==> src/rtl/time_bus_reader.sv <==
// rtl/time_bus_reader.sv - scans seconds/minutes/hours off the shared databus and publishes BCD digits
module time_bus_reader #(
    parameter int SCAN_DIV = 1000,
    parameter int HOUR_MAX = 23
) (
    input  logic       clk,
    input  logic       clear,
    input  logic       freeze,
    input  logic [5:0] databus,
    output logic       en_sec,
    output logic       en_min,
    output logic       en_hr,
    output logic [3:0] sec_ones,
    output logic [3:0] sec_tens,
    output logic [3:0] min_ones,
    output logic [3:0] min_tens,
    output logic [3:0] hr_ones,
    output logic [3:0] hr_tens,
    output logic       frame_valid,
    output logic       range_err,
    output logic       busy
);

    typedef enum logic [2:0] {IDLE, SEC0, SEC1, MIN0, MIN1, HR0, HR1, UPDATE} state_t;

    localparam logic [15:0] DIV_LAST = 16'(SCAN_DIV - 1);
    localparam logic [5:0]  HR_LIM   = 6'(HOUR_MAX);

    state_t      state, state_nx;
    logic [15:0] div;
    logic [5:0]  sh_sec, sh_min;

    function automatic logic [7:0] to_bcd(input logic [5:0] v);
        logic [3:0] t;
        logic [3:0] r;
        t = 4'd0;
        r = v[3:0];
        if (v >= 6'd60)      begin t = 4'd6; r = 4'(v - 6'd60); end
        else if (v >= 6'd50) begin t = 4'd5; r = 4'(v - 6'd50); end
        else if (v >= 6'd40) begin t = 4'd4; r = 4'(v - 6'd40); end
        else if (v >= 6'd30) begin t = 4'd3; r = 4'(v - 6'd30); end
        else if (v >= 6'd20) begin t = 4'd2; r = 4'(v - 6'd20); end
        else if (v >= 6'd10) begin t = 4'd1; r = 4'(v - 6'd10); end
        return {t, r};
    endfunction

    always_comb begin
        state_nx = state;
        case (state)
            IDLE:    if (div == DIV_LAST && !freeze) state_nx = SEC0;
            SEC0:    state_nx = SEC1;
            SEC1:    state_nx = MIN0;
            MIN0:    state_nx = MIN1;
            MIN1:    state_nx = HR0;
            HR0:     state_nx = HR1;
            HR1:     state_nx = UPDATE;
            UPDATE:  state_nx = IDLE;
            default: state_nx = IDLE;
        endcase
    end

    always_ff @(posedge clk) begin
        if (clear) begin
            state       <= IDLE;
            div         <= '0;
            en_sec      <= 1'b0;
            en_min      <= 1'b0;
            en_hr       <= 1'b0;
            busy        <= 1'b0;
            sh_sec      <= '0;
            sh_min      <= '0;
            sec_ones    <= '0;
            sec_tens    <= '0;
            min_ones    <= '0;
            min_tens    <= '0;
            hr_ones     <= '0;
            hr_tens     <= '0;
            frame_valid <= 1'b0;
            range_err   <= 1'b0;
        end else begin
            state <= state_nx;
            // Divider only runs while idling; it saturates so a held freeze releases immediately.
            if (state != IDLE || state_nx != IDLE) div <= '0;
            else if (div != DIV_LAST)              div <= div + 16'd1;

            en_sec      <= (state_nx == SEC0) || (state_nx == SEC1);
            en_min      <= (state_nx == MIN0) || (state_nx == MIN1);
            en_hr       <= (state_nx == HR0)  || (state_nx == HR1);
            busy        <= (state_nx != IDLE);
            frame_valid <= (state == HR1);

            if (state == SEC1) sh_sec <= databus;
            if (state == MIN1) sh_min <= databus;
            // Hour value is taken straight off the bus on the HR1 edge so all six digits land together.
            if (state == HR1) begin
                {sec_tens, sec_ones} <= to_bcd(sh_sec);
                {min_tens, min_ones} <= to_bcd(sh_min);
                {hr_tens,  hr_ones}  <= to_bcd(databus);
                range_err <= (sh_sec > 6'd59) | (sh_min > 6'd59) | (databus > HR_LIM);
            end
        end
    end

endmodule

==> config.mk <==
export PLATFORM = sky130hd
export DESIGN_NAME = time_bus_reader
export DESIGN_NICKNAME = d
export VERILOG_FILES = /design/src/rtl/time_bus_reader.sv
export SDC_FILE = /design/constraint.sdc
export NUM_CORES = 1
export LEC_CHECK = 0
export BUFFER_PORTS_ARGS = -buffer_cell sky130_fd_sc_hd__clkbuf_2
export CAP_MARGIN = 20
export CORE_MARGIN = 2
export CORE_UTILIZATION = 45
export DETAILED_ROUTE_END_ITERATION = 12
export PLACE_DENSITY = 0.73
export SLEW_MARGIN = 20
export SYNTH_ARGS = -nofsm -noshare
export SYNTH_HDL_FRONTEND = slang
export SYNTH_SLANG_ARGS = --single-unit
==> constraint.sdc <==
create_clock -name clk -period 3.25 [get_ports clk]
set_input_delay 0.4875 -clock clk [delete_from_list [all_inputs] [get_ports clk]]
set_output_delay 0.4875 -clock clk [all_outputs]
set_load 0.005 [all_outputs]
==> results of run 1 <==
layout by cell type, fill, tap and decap left out, drive strengths merged, types with 6 or more instances in the layout:
master / synthesis / routed
nor3b: 6 / 6
and2: 8 / 8
a31oi: 10 / 10
nor3: 12 / 12
ha: 29 / 29
nor2b: 6 / 6
a21oi: 36 / 36
nand2: 49 / 49
inv: 20 / 20
a21o: 6 / 6
o31ai: 6 / 6
xnor2: 13 / 13
nor2: 52 / 52
dfxtp: 58 / 58
clkbuf: 11 / 47
nand3: 14 / 14
o21ai: 17 / 17
kinds of logic after synthesis:
| group | synth area share (%) |
|---|---|
| AOI/OAI and AO/OA | 23.69 |
| xor gates and xnor gates | 3.921 |
| adders and majority gates | 9.555 |
| buffers and inverters | 6.491 |
| DFF | 30.58 |
| muxes | 1.318 |
| other | 0.09875 |
| and+or+nand+nor | 24.35 |
power by group:
| group | total [mW] | switching [mW] | internal (mW) |
|---|---|---|---|
| Sequential | 0.905 | 0.116 | 0.789 |
| Clock | 0.759 | 0.273 | 0.486 |
| Combinational | 0.772 | 0.459 | 0.313 |
| Total | 2.44 | 0.847 | 1.59 |
critical path, delay by kind of cell (launching register included):
family                     cells  cell delay (ps)
AOI/OAI and AO/OA              5             1300
DFF                            1              510
adders and majority gates      1              270
buffers and inverters          1              190
stage by stage:
stage | area (µm²) | hold slack (ps)
after floorplan | 3805 | 452.7
after global placement | 3970 | 442.7
after detailed placement | 3970 | 448.0
after CTS | 4195 | 456.5
after global routing | 4195 | 476.8
final | 4195 | 452.0
routing by layer:
layer | up-vias | share of wire, % | wire length (µm) | GRT usage (%)
li1 | 1719 | - | - | -
met1 | 1607 | 47 | 4201 | 26.53
met2 | 103 | 46 | 4108 | 33.74
met3 | 19 | 4.9 | 436 | 4.933
met4 | 0 | 1.4 | 126 | 8.095
met5 | - | 0 | 0 | 0
worst paths after layout:
| kind | startpoint | end | slack, ps | cells past startpoint |
|---|---|---|---|---|
| setup / recovery | sh_min[2] | min_ones[2] | 870 | 7 |
| hold / removal | min_tens[2] | min_tens[2] | 450 | 2 |
| setup reg to reg | sh_min[2] | min_ones[2] | 870 | 7 |
| hold reg to reg | min_tens[2] | min_tens[2] | 450 | 2 |
sequential cells by signal (all words and copies together) (netlist names), 4 cells and up:
name      cells
div          16
sh_sec        6
sec_ones      4
sh_min        6
hr_ones       4
min_ones      4
final cells by class:
| cell class | count | area (µm²) | share of cell area, % |
|---|---|---|---|
| clock buffer | 12 | 165.2 | 3.937 |
| inverter | 20 | 75.07 | 1.789 |
| tap | 105 | 131.4 | 3.132 |
| sequential | 58 | 1161 | 27.68 |
| multi-input combinational | 364 | 2397 | 57.14 |
| clock inverter | 2 | 60.06 | 1.432 |
| timing repair buffer | 39 | 205.2 | 4.891 |
==> key figures, run 1 <==
Logic synthesis
  • Area leader, netlist: dfxtp_1
  • Yosys warns: 0
  • Main synth FF type: dfxtp_1
  • #FFs+latches synth: 58
  • Proportion of netlist area held by the largest area contributor: 30.58%
  • Post-synthesis cell type count: 75
  • Post-Syn Area per Cell: 8.028 µm²
  • Cells after Synth: 473
  • Post-Syn Area: 0.003797 mm²
  • Synth async-reset ratio: 0%
  • Synth area leaders: dfxtp_1 (31%), ha_1 (9.6%), nor2_1 (5.1%)
  • Count leader, synth: dfxtp_1
  • EDFF count, synth: 0
  • Proportion of synthesized chip area in sequential cells: 30.58%
  • Post-synth top cells: dfxtp_1 (58), nor2_1 (52), nand2_1 (48), a21oi_1 (36), ha_1 (29)

Route
  • WL final: 8.873 mm
  • DR vias/cell: 5.747
  • Final ANT Viol Nets: 0
  • Starting DRT DRC Count: 177
  • DRT Pass-1 Iters: 5
  • Via count: 3448
  • DRC violations left: 0
  • Average wire per standard cell: 14.79 µm

Timing
  • Post-route setup slack: 870.8 ps
  • Rel. slew slack: 44.89%
  • Worst Skew: 6.486 ps
  • Least-Margin Pin Slew: 805.8 ps
  • RSZ-0062 raised after global routing: no
  • # setup viols final: 0
  • Fin. max-slew vios: 0
  • Fin crit share: 73.21%
  • Final TNS setup: 0 ps
  • Hold Violations, Final: 0
  • Final min period: 2379 ps
  • Fmax: 420.3 MHz

Setup path
  • Crit path max fanout: 8
  • CP Capture Type: flop
  • Critical Path Start Type: flop
  • Slowest stage delay, CP: 510 ps
  • CP required: 3470 ps
  • Critical path class: reg -> reg
  • Crit-path cells: inv_1, ha_1, a2111o_1, a21oi_1, o21ai_0, o2111a_1, a311o_1
  • CP arrival: 2600 ps
  • CP max-delay cell: dfxtp_1

Global route
  • First-pass GRT wire length: 15.06 mm
  • Initial antenna violation count: 0
  • Vias in the first global route: 3259
  • Largest net degree at the start of global routing: 27
  • Grt ovf: 0
  • GR Util All Layers: 20.75%

Placed design
  • Setup WS pre-CTS: 635.2 ps
  • Gpl congestion: 0.9245
  • Cells after DPL: 586
  • IO Port Bufs: 35
  • Detail Placement HPWL: 6.295 mm

Floorplan
  • I/O Pins: 39
  • Die X-Extent: 95.86 µm
  • Core box area: 0.008217 mm²
  • Die footprint: 0.009189 mm²
  • Die H: 95.86 µm
  • Initial Util: 46.22%
  • Row count: 33

Power
  • Pwr dens: 580.7 mW/mm²
  • Max IR drop VDD: 413.4 µV
  • Tot Pwr: 2.436 mW
  • Leak pwr: 1.610 nW

CTS
  • Longest Clk Path Bufs: 2
  • Setup Fix Bufs, Post-CTS: 0
  • CTS Buf Count: 9
  • CTS Hold Buffers Added: 0
  • Clock-pin slew on the worst setup and hold paths: 70 ps
  • CTS resizes: 0
  • Skew-Pair Late Insertion Delay: 330 ps
  • CTS H-tree depth: 3
  • TritonCTS clock tree: yes
  • CTS root buf: clkbuf_8
  • TritonCTS Sinks: 58

Outcome
  • Status: finished, final reports clean

Finish
  • Fin cells: 600
  • Antenna cells: 0
  • Layout cells sized above 1: 13.94%
  • Fillers: 780
  • Layout area overhead: 10.48%
  • Total Nets Final: 530
  • Final Util: 51.06%

Min path
  • Worst hold-check path type: reg -> reg

Run
  • Max-cap viol count: 0
No activity file was read; power rests on OpenSTA's default activity.
==> run 2, diff against run 1 <==
- ABC_AREA: unset -> 1
- PLACE_DENSITY: 0.73 -> 0.75
- clock period: 3.25 -> 2.1 ns (I/O delays scaled with it)
==> key figures, run 2 <==
Power
  • Max IR drop VDD: 478.5 µV (+16%)
  • Sw Ratio: 39.59% (+4.8 points)
  • Int Power: 2.514 mW (+58%)
  • P_sw: 1.647 mW (+94%)
  • Logic gate share of total power: 39.6% (+7.9 points)
  • Clock share of power: 27.2% (-4.0 points)
  • Leak pwr: 1.943 nW (+21%)
  • Pwr dens: 983.0 mW/mm² (+69%)
  • Register share of total power: 33.2% (-4.0 points)

Setup path
  • CP max-delay cell: dfxtp_1
  • Critical Path Start Type: flop
  • Slowest stage delay, CP: 380 ps (-130 ps)
  • Reg2reg path depth: 11 (+4)
  • Critical path class: reg -> reg
  • CP arrival: 2130 ps (-470 ps)
  • Crit-path cells: inv_1, ha_1, inv_1, o2111ai_4, nor2_1, nand2_1, nand2_2, nand2_2, nor2_4, nand2_4, nor2_1
  • CP required: 2370 ps (-1100 ps)
  • CP Capture Type: flop
  • Crit path max fanout: 16 (+8)

Floorplan
  • Row count: 33 (unchanged)
  • I/O Pins: 39 (unchanged)
  • Initial Util: 45.89% (-0.33 points)
  • Die X-Extent: 95.07 µm (-0.82%)
  • Die H: 95.07 µm (-0.82%)
  • Die footprint: 0.009038 mm² (-1.6%)
  • Core box area: 0.008134 mm² (-1.0%)

Timing
  • Fin crit share: 88.87% (+16 points)
  • Fmax: 535.8 MHz (+27%)
  • Least-Margin Pin Slew: 511.3 ps (-294.5 ps)
  • Worst Skew: 10.53 ps (+4.048 ps)
  • Fin. max-slew vios: 0 (unchanged)
  • # setup viols final: 0 (unchanged)
  • Final min period: 1866 ps (-512.9 ps)
  • Rel. slew slack: 65.75% (+21 points)
  • RSZ-0062 raised after global routing: no
  • Final TNS setup: 0 ps (unchanged)
  • Hold Violations, Final: 0 (unchanged)

Min path
  • Hold depth: 2 (unchanged)
  • Worst hold-check path type: in -> reg

Route
  • Final ANT Viol Nets: 0 (unchanged)
  • DRT Pass-1 Iters: 7 (+2)
  • DR vias/cell: 5.118 (-11%)
  • DRC violations left: 0 (unchanged)
  • Starting DRT DRC Count: 275 (+55%)
  • WL final: 8.461 mm (-4.6%)
  • Average wire per standard cell: 12.14 µm (-18%)
  • Via count: 3567 (+3.5%)

Finish
  • Total Nets Final: 625 (+18%)
  • Commonest non-fill, non-tap cell in the layout: nand2_1
  • Layout cells sized above 1: 14.02% (+0.081 points)
  • Largest regs: div: 16 flops, sh_min: 6 flops, sh_sec: 6 flops
  • Antenna cells: 0 (unchanged)
  • Fin area: 0.004233 mm² (+0.89%)
  • Leading cell types in the layout, fill and taps excluded: nand2_1 (118), inv_1 (79), dfxtp_1 (58)
  • Max reg flops: 16 (unchanged)
  • Largest reg by FF count: div
  • Fillers: 810 (+3.8%)
  • Layout area overhead: 13.41%

Global route
  • Largest net degree at the start of global routing: 24 (-11%)
  • GR Util All Layers: 19.93% (-0.81 points)
  • Grt ovf: 0 (unchanged)
  • Vias in the first global route: 3244 (-0.46%)
  • Initial antenna violation count: 0 (unchanged)
  • First-pass GRT wire length: 14.53 mm (-3.5%)

CTS
  • Setup Fix Bufs, Post-CTS: 0 (unchanged)
  • Clock-pin slew on the worst setup and hold paths: 70 ps (about the same)
  • CTS Buf Count: 9 (unchanged)
  • CTS Hold Buffers Added: 0 (unchanged)
  • Longest Clk Path Bufs: 2 (unchanged)
  • CTS root buf: clkbuf_8
  • TritonCTS Sinks: 58 (unchanged)
  • CTS resizes: 0 (unchanged)
  • TritonCTS clock tree: yes
  • Skew-Pair Late Insertion Delay: 330 ps (about the same)
  • CTS H-tree depth: 3 (unchanged)

Logic synthesis
  • Yosys warns: 0 (unchanged)
  • #FFs+latches synth: 58 (unchanged)
  • Post-synth top cells: nand2_1 (118), inv_1 (79), dfxtp_1 (58), a21oi_1 (48), nor2_1 (46)
  • Synth area leaders: dfxtp_1 (31%), nand2_1 (12%), ha_1 (9.7%)
  • Count leader, synth: nand2_1
  • Proportion of netlist area held by the largest area contributor: 31.11% (+0.53 points)
  • Cells after Synth: 547 (+16%)
  • Proportion of synthesized chip area in sequential cells: 31.11% (+0.53 points)
  • Main synth FF type: dfxtp_1
  • Area leader, netlist: dfxtp_1
  • Post-synthesis cell type count: 37 (-51%)
  • Synth async-reset ratio: 0% (unchanged)
  • Post-Syn Area: 0.003732 mm² (-1.7%)
  • Post-Syn Area per Cell: 6.823 µm² (-15%)
  • EDFF count, synth: 0 (unchanged)

Placed design
  • Placed Area: 0.004014 mm² (+1.1%)
  • IO Port Bufs: 35 (unchanged)
  • Detail Placement HPWL: 6.336 mm (+0.66%)
  • Gpl congestion: 0.9421 (+1.9%)

Run
  • Max-cap viol count: 0 (unchanged)

Outcome
  • Status: finished, final reports clean
run 2: cell types whose count changed after synthesis, sizes merged, moves of 7 or more:
cell   before  now
a21oi      36   48
and2        8    0
buf        22    9
inv        20   81
nand2      49  123
nand3      14   32
nor2       52   59
o21ai      17   43
xor2        4   12
run 2: critical path, delay by kind of cell (launching register included):
family,cells,cell delay [ps]
adder cells (fa/ha/maj),1,210
flip-flops,1,380
AO/OA/AOI/OAI,1,170
buffers and inverters,2,260
AND/OR/NAND/NOR,7,790
run 2: layout make-up:
type / instances / area (µm²) / area share [%]
Timing Repair Buffer: 44 / 242.7 / 5.735
Tap cell: 105 / 131.4 / 3.104
Multi-Input combinational cell: 391 / 2167 / 51.20
Clock inverter: 5 / 77.57 / 1.833
Inverter: 83 / 311.5 / 7.360
Sequential cell: 58 / 1161 / 27.43
Clock buffer: 11 / 141.4 / 3.340
run 2: cell families (layout without fill, tap and decap cells):
kind of cell               Yosys count  in the layout  synth area share, %
adders and majority gates           29             29                9.722
and+or+nand+nor                    234            234                28.03
other                                1              3               0.1005
AOI/OAI and AO/OA                  106            106                15.56
xor gates and xnor gates            19             19                4.459
DFF                                 58             58                31.11
buffers and inverters              100            143                11.03
run 2: layer usage:
layer,GRT usage (%),share of wire (%)
met5,0,0
met4,6.763,0.96
met2,31.22,45
met1,28.04,49
met3,2.925,5.0
run 2: per-stage QoR:
step | std cells | setup WS, ps | power [mW] | utilization [%] | hold slack, ps
CTS | 697 | 237.4 | 4.182 | 52.04 | 283.3
finish | 697 | 233.7 | 4.161 | 52.04 | 299.1
floorplan | 549 | 417.0 | 2.717 | - | 461.8
detailed placement | 681 | 210.2 | 3.037 | 49.35 | 456.4
global placement | 681 | 257.8 | 2.994 | 49.35 | 454.0
global route | 697 | 44.95 | 4.499 | 52.04 | 309.2
run 2: path summary, 6_finish.rpt:
| check | startpoint | slack [ps] | to |
|---|---|---|---|
| max reg2reg | state[0] | 230 | div[11] |
| min reg2reg | min_ones[3] | 470 | min_ones[3] |
| max | state[0] | 230 | div[11] |
| min | clear | 300 | sec_tens[0] |
run 2: power groups by stage:
stage / sequential (mW) / clock, mW / combinational, mW
floorplan: 1.37 / 0 / 1.35
global placement: 1.40 / 0 / 1.59
detailed placement: 1.40 / 0 / 1.64
CTS: 1.38 / 1.16 / 1.64
global route: 1.40 / 1.21 / 1.89
finish: 1.38 / 1.13 / 1.65
==> run 3, diff against run 2 <==
==> constraint.sdc (replaced) <==
create_clock -name clk -period 2.1 [get_ports clk]
set_input_delay 0.21 -clock clk [delete_from_list [all_inputs] [get_ports clk]]
set_output_delay 0.21 -clock clk [all_outputs]
set_load 0.005 [all_outputs]
==> key figures, run 3 (synthesis results as in run 2) <==
Route
  • Average wire per standard cell: 11.80 µm (-2.8%)
  • DRC violations left: 0 (unchanged)
  • DR vias/cell: 4.999 (-2.3%)
  • Via count: 3469 (-2.7%)
  • Starting DRT DRC Count: 181 (-34%)
  • Final ANT Viol Nets: 0 (unchanged)
  • WL final: 8.186 mm (-3.3%)
  • DRT Pass-1 Iters: 4 (-3)

Placed design
  • Detail Placement HPWL: 5.942 mm (-6.2%)
  • IO Port Bufs: 35 (unchanged)
  • Cells after DPL: 678 (-0.44%)
  • Gpl congestion: 0.9524 (+1.1%)

Outcome
  • Status: finished, final reports clean

Setup path
  • CP Capture Type: flop
  • Reg-to-reg setup timing slack: 230 ps (about the same)
  • Critical Path Start Type: flop
  • Slowest stage delay, CP: 400 ps (+20 ps)
  • CP required: 2380 ps (about the same)
  • Crit-path cells: inv_1, ha_1, inv_1, o2111ai_4, nor2_1, nand2_1, nand2_2, nand2_2, nor2_4, nand2_4, nor2_1
  • Critical path class: reg -> reg
  • FF-to-FF Start: state[0]
  • Reg2reg path depth: 11 (unchanged)
  • CP startpoint: state[0]
  • FF-to-FF End: div[8]
  • Crit path to: div[8]
  • CP arrival: 2150 ps (+20 ps)
  • CP max-delay cell: dfxtp_1
  • Crit path max fanout: 16 (unchanged)

Run
  • Max-cap viol count: 0 (unchanged)

Timing
  • Fin. max-slew vios: 0 (unchanged)
  • Final TNS setup: 0 ps (unchanged)
  • Fin crit share: 89.14% (+0.27 points)
  • # setup viols final: 0 (unchanged)
  • Rel. slew slack: 54.78% (-11 points)
  • Fmax: 534.2 MHz (-0.30%)
  • RSZ-0062 raised after global routing: no
  • Worst Skew: 8.297 ps (-2.237 ps)
  • Final min period: 1872 ps (+5.697 ps)
  • Least-Margin Pin Slew: 677.5 ps (+166.2 ps)
  • Hold Violations, Final: 0 (unchanged)

Global route
  • Vias in the first global route: 3191 (-1.6%)
  • First-pass GRT wire length: 14.04 mm (-3.4%)
  • Largest net degree at the start of global routing: 26 (+8.3%)
  • GR Util All Layers: 19.48% (-0.46 points)
  • Initial antenna violation count: 0 (unchanged)
  • Grt ovf: 0 (unchanged)

Finish
  • Leading cell types in the layout, fill and taps excluded: nand2_1 (118), inv_1 (79), dfxtp_1 (56)
  • Antenna cells: 0 (unchanged)
  • Total Nets Final: 622 (-0.48%)
  • Fin cells: 694 (-0.43%)
  • Largest reg by FF count: div
  • Commonest non-fill, non-tap cell in the layout: nand2_1
  • Layout area overhead: 12.47%
  • Max reg flops: 16 (unchanged)
  • Layout cells sized above 1: 14.09% (+0.071 points)
  • Largest regs: div: 16 flops, sh_min: 6 flops, sh_sec: 6 flops

Power
  • Clock share of power: 26.1% (-1.1 points)
  • Register share of total power: 34.4% (+1.2 points)
  • Int Power: 2.410 mW (-4.1%)
  • Pwr dens: 966.5 mW/mm² (-1.7%)
  • P_sw: 1.647 mW (about the same)
  • Sw Ratio: 40.59% (+1.0 points)
  • Leak pwr: 1.924 nW (-0.97%)
  • Logic gate share of total power: 39.5% (about the same)
  • Max IR drop VDD: 397.2 µV (-17%)

Floorplan
  • Die footprint: 0.009038 mm² (unchanged)
  • Core box area: 0.008134 mm² (unchanged)
  • Initial Util: 45.89% (unchanged)
  • I/O Pins: 39 (unchanged)
  • Die H: 95.07 µm (unchanged)
  • Row count: 33 (unchanged)
  • Die X-Extent: 95.07 µm (unchanged)

CTS
  • Clock-pin slew on the worst setup and hold paths: 70 ps (about the same)
  • Longest Clk Path Bufs: 2 (unchanged)
  • CTS Buf Count: 9 (unchanged)
  • CTS H-tree depth: 3 (unchanged)
  • Skew-Pair Late Insertion Delay: 340 ps (about the same)
  • CTS root buf: clkbuf_8
  • Setup Fix Bufs, Post-CTS: 0 (unchanged)
  • TritonCTS clock tree: yes
  • TritonCTS Sinks: 58 (unchanged)

Min path
  • Worst hold-check path type: in -> reg
-- run 3: cell count changes in the layout (fill, tap and decap cells not counted) --
cell / change
buf_4: -3
bufinv_16: -1
clkbuf_1: -1
clkbuf_8: +1
clkinv_2: +1
dfxtp_1: -2
dfxtp_2: +2
-- run 3: worst max-delay path, delay by kind of cell (launching register included) --
kind / cells / cell delay, ps
compound gates: 1 / 160
fa+ha+maj: 1 / 210
buf+inv: 2 / 260
flops: 1 / 400
simple gates: 7 / 750
-- run 3: how the worst min path moves through the flow --
stage	from	end	slack [ps]	cells past startpoint
3_5_place_dp	min_tens[1]	min_tens[1]	460	2
2_1_floorplan	databus[4]	sh_sec[4]	360	2
6_report	clear	sec_ones[2]	160	2
4_1_cts	clear	sec_ones[2]	140	2
3_3_place_gp	min_ones[3]	min_ones[3]	460	2
5_1_grt	clear	sec_ones[1]	150	2
-- run 3: routing by layer --
metal	GRT usage, %	vias to the layer above	routed length [µm]
met5	0	-	0
met4	6.522	0	171
met3	4.664	15	343
met2	31.22	75	3616
met1	25.71	1562	4055
li1	-	1817	-
-- run 3: final cells by class --
class	count	area, µm²
inverters	83	311.5
fillers	777	3936
multi-input cells	391	2167
repair buffers	41	220.2
flip-flops and latches	58	1164
clock buffers	11	151.4
well taps	105	131.4
clock inverters	5	52.55
-- run 3: per-stage QoR --
step,power [mW],instance area (µm²),hold WS (ps),util (%),worst slack (ps)
floorplan,2.717,3740,358.4,-,417.0
global placement,2.955,3991,455.6,49.07,199.1
detailed placement,2.993,3991,461.4,49.07,189.0
CTS,4.067,4195,144.6,51.58,182.8
global route,4.386,4198,150.7,51.61,17.18
finish,4.057,4198,157.9,51.61,228.0
-- run 3: power by group through the flow --
stage          Sequential [mW]  Combinational (mW)  Clock, mW
6_report                  1.39                1.60       1.06
5_1_grt                   1.42                1.82       1.14
4_1_cts                   1.39                1.60       1.08
3_5_place_dp              1.41                1.58          0
3_3_place_gp              1.41                1.55          0
2_1_floorplan             1.37                1.35          0
-- run 3: timing repair --
action | CTS | global route
endpoints found under the setup margin | 0 | 3
hold buffers | 0 | 0
hold endpoints to repair | 0 | 0
gates resized for setup | 0 | 2
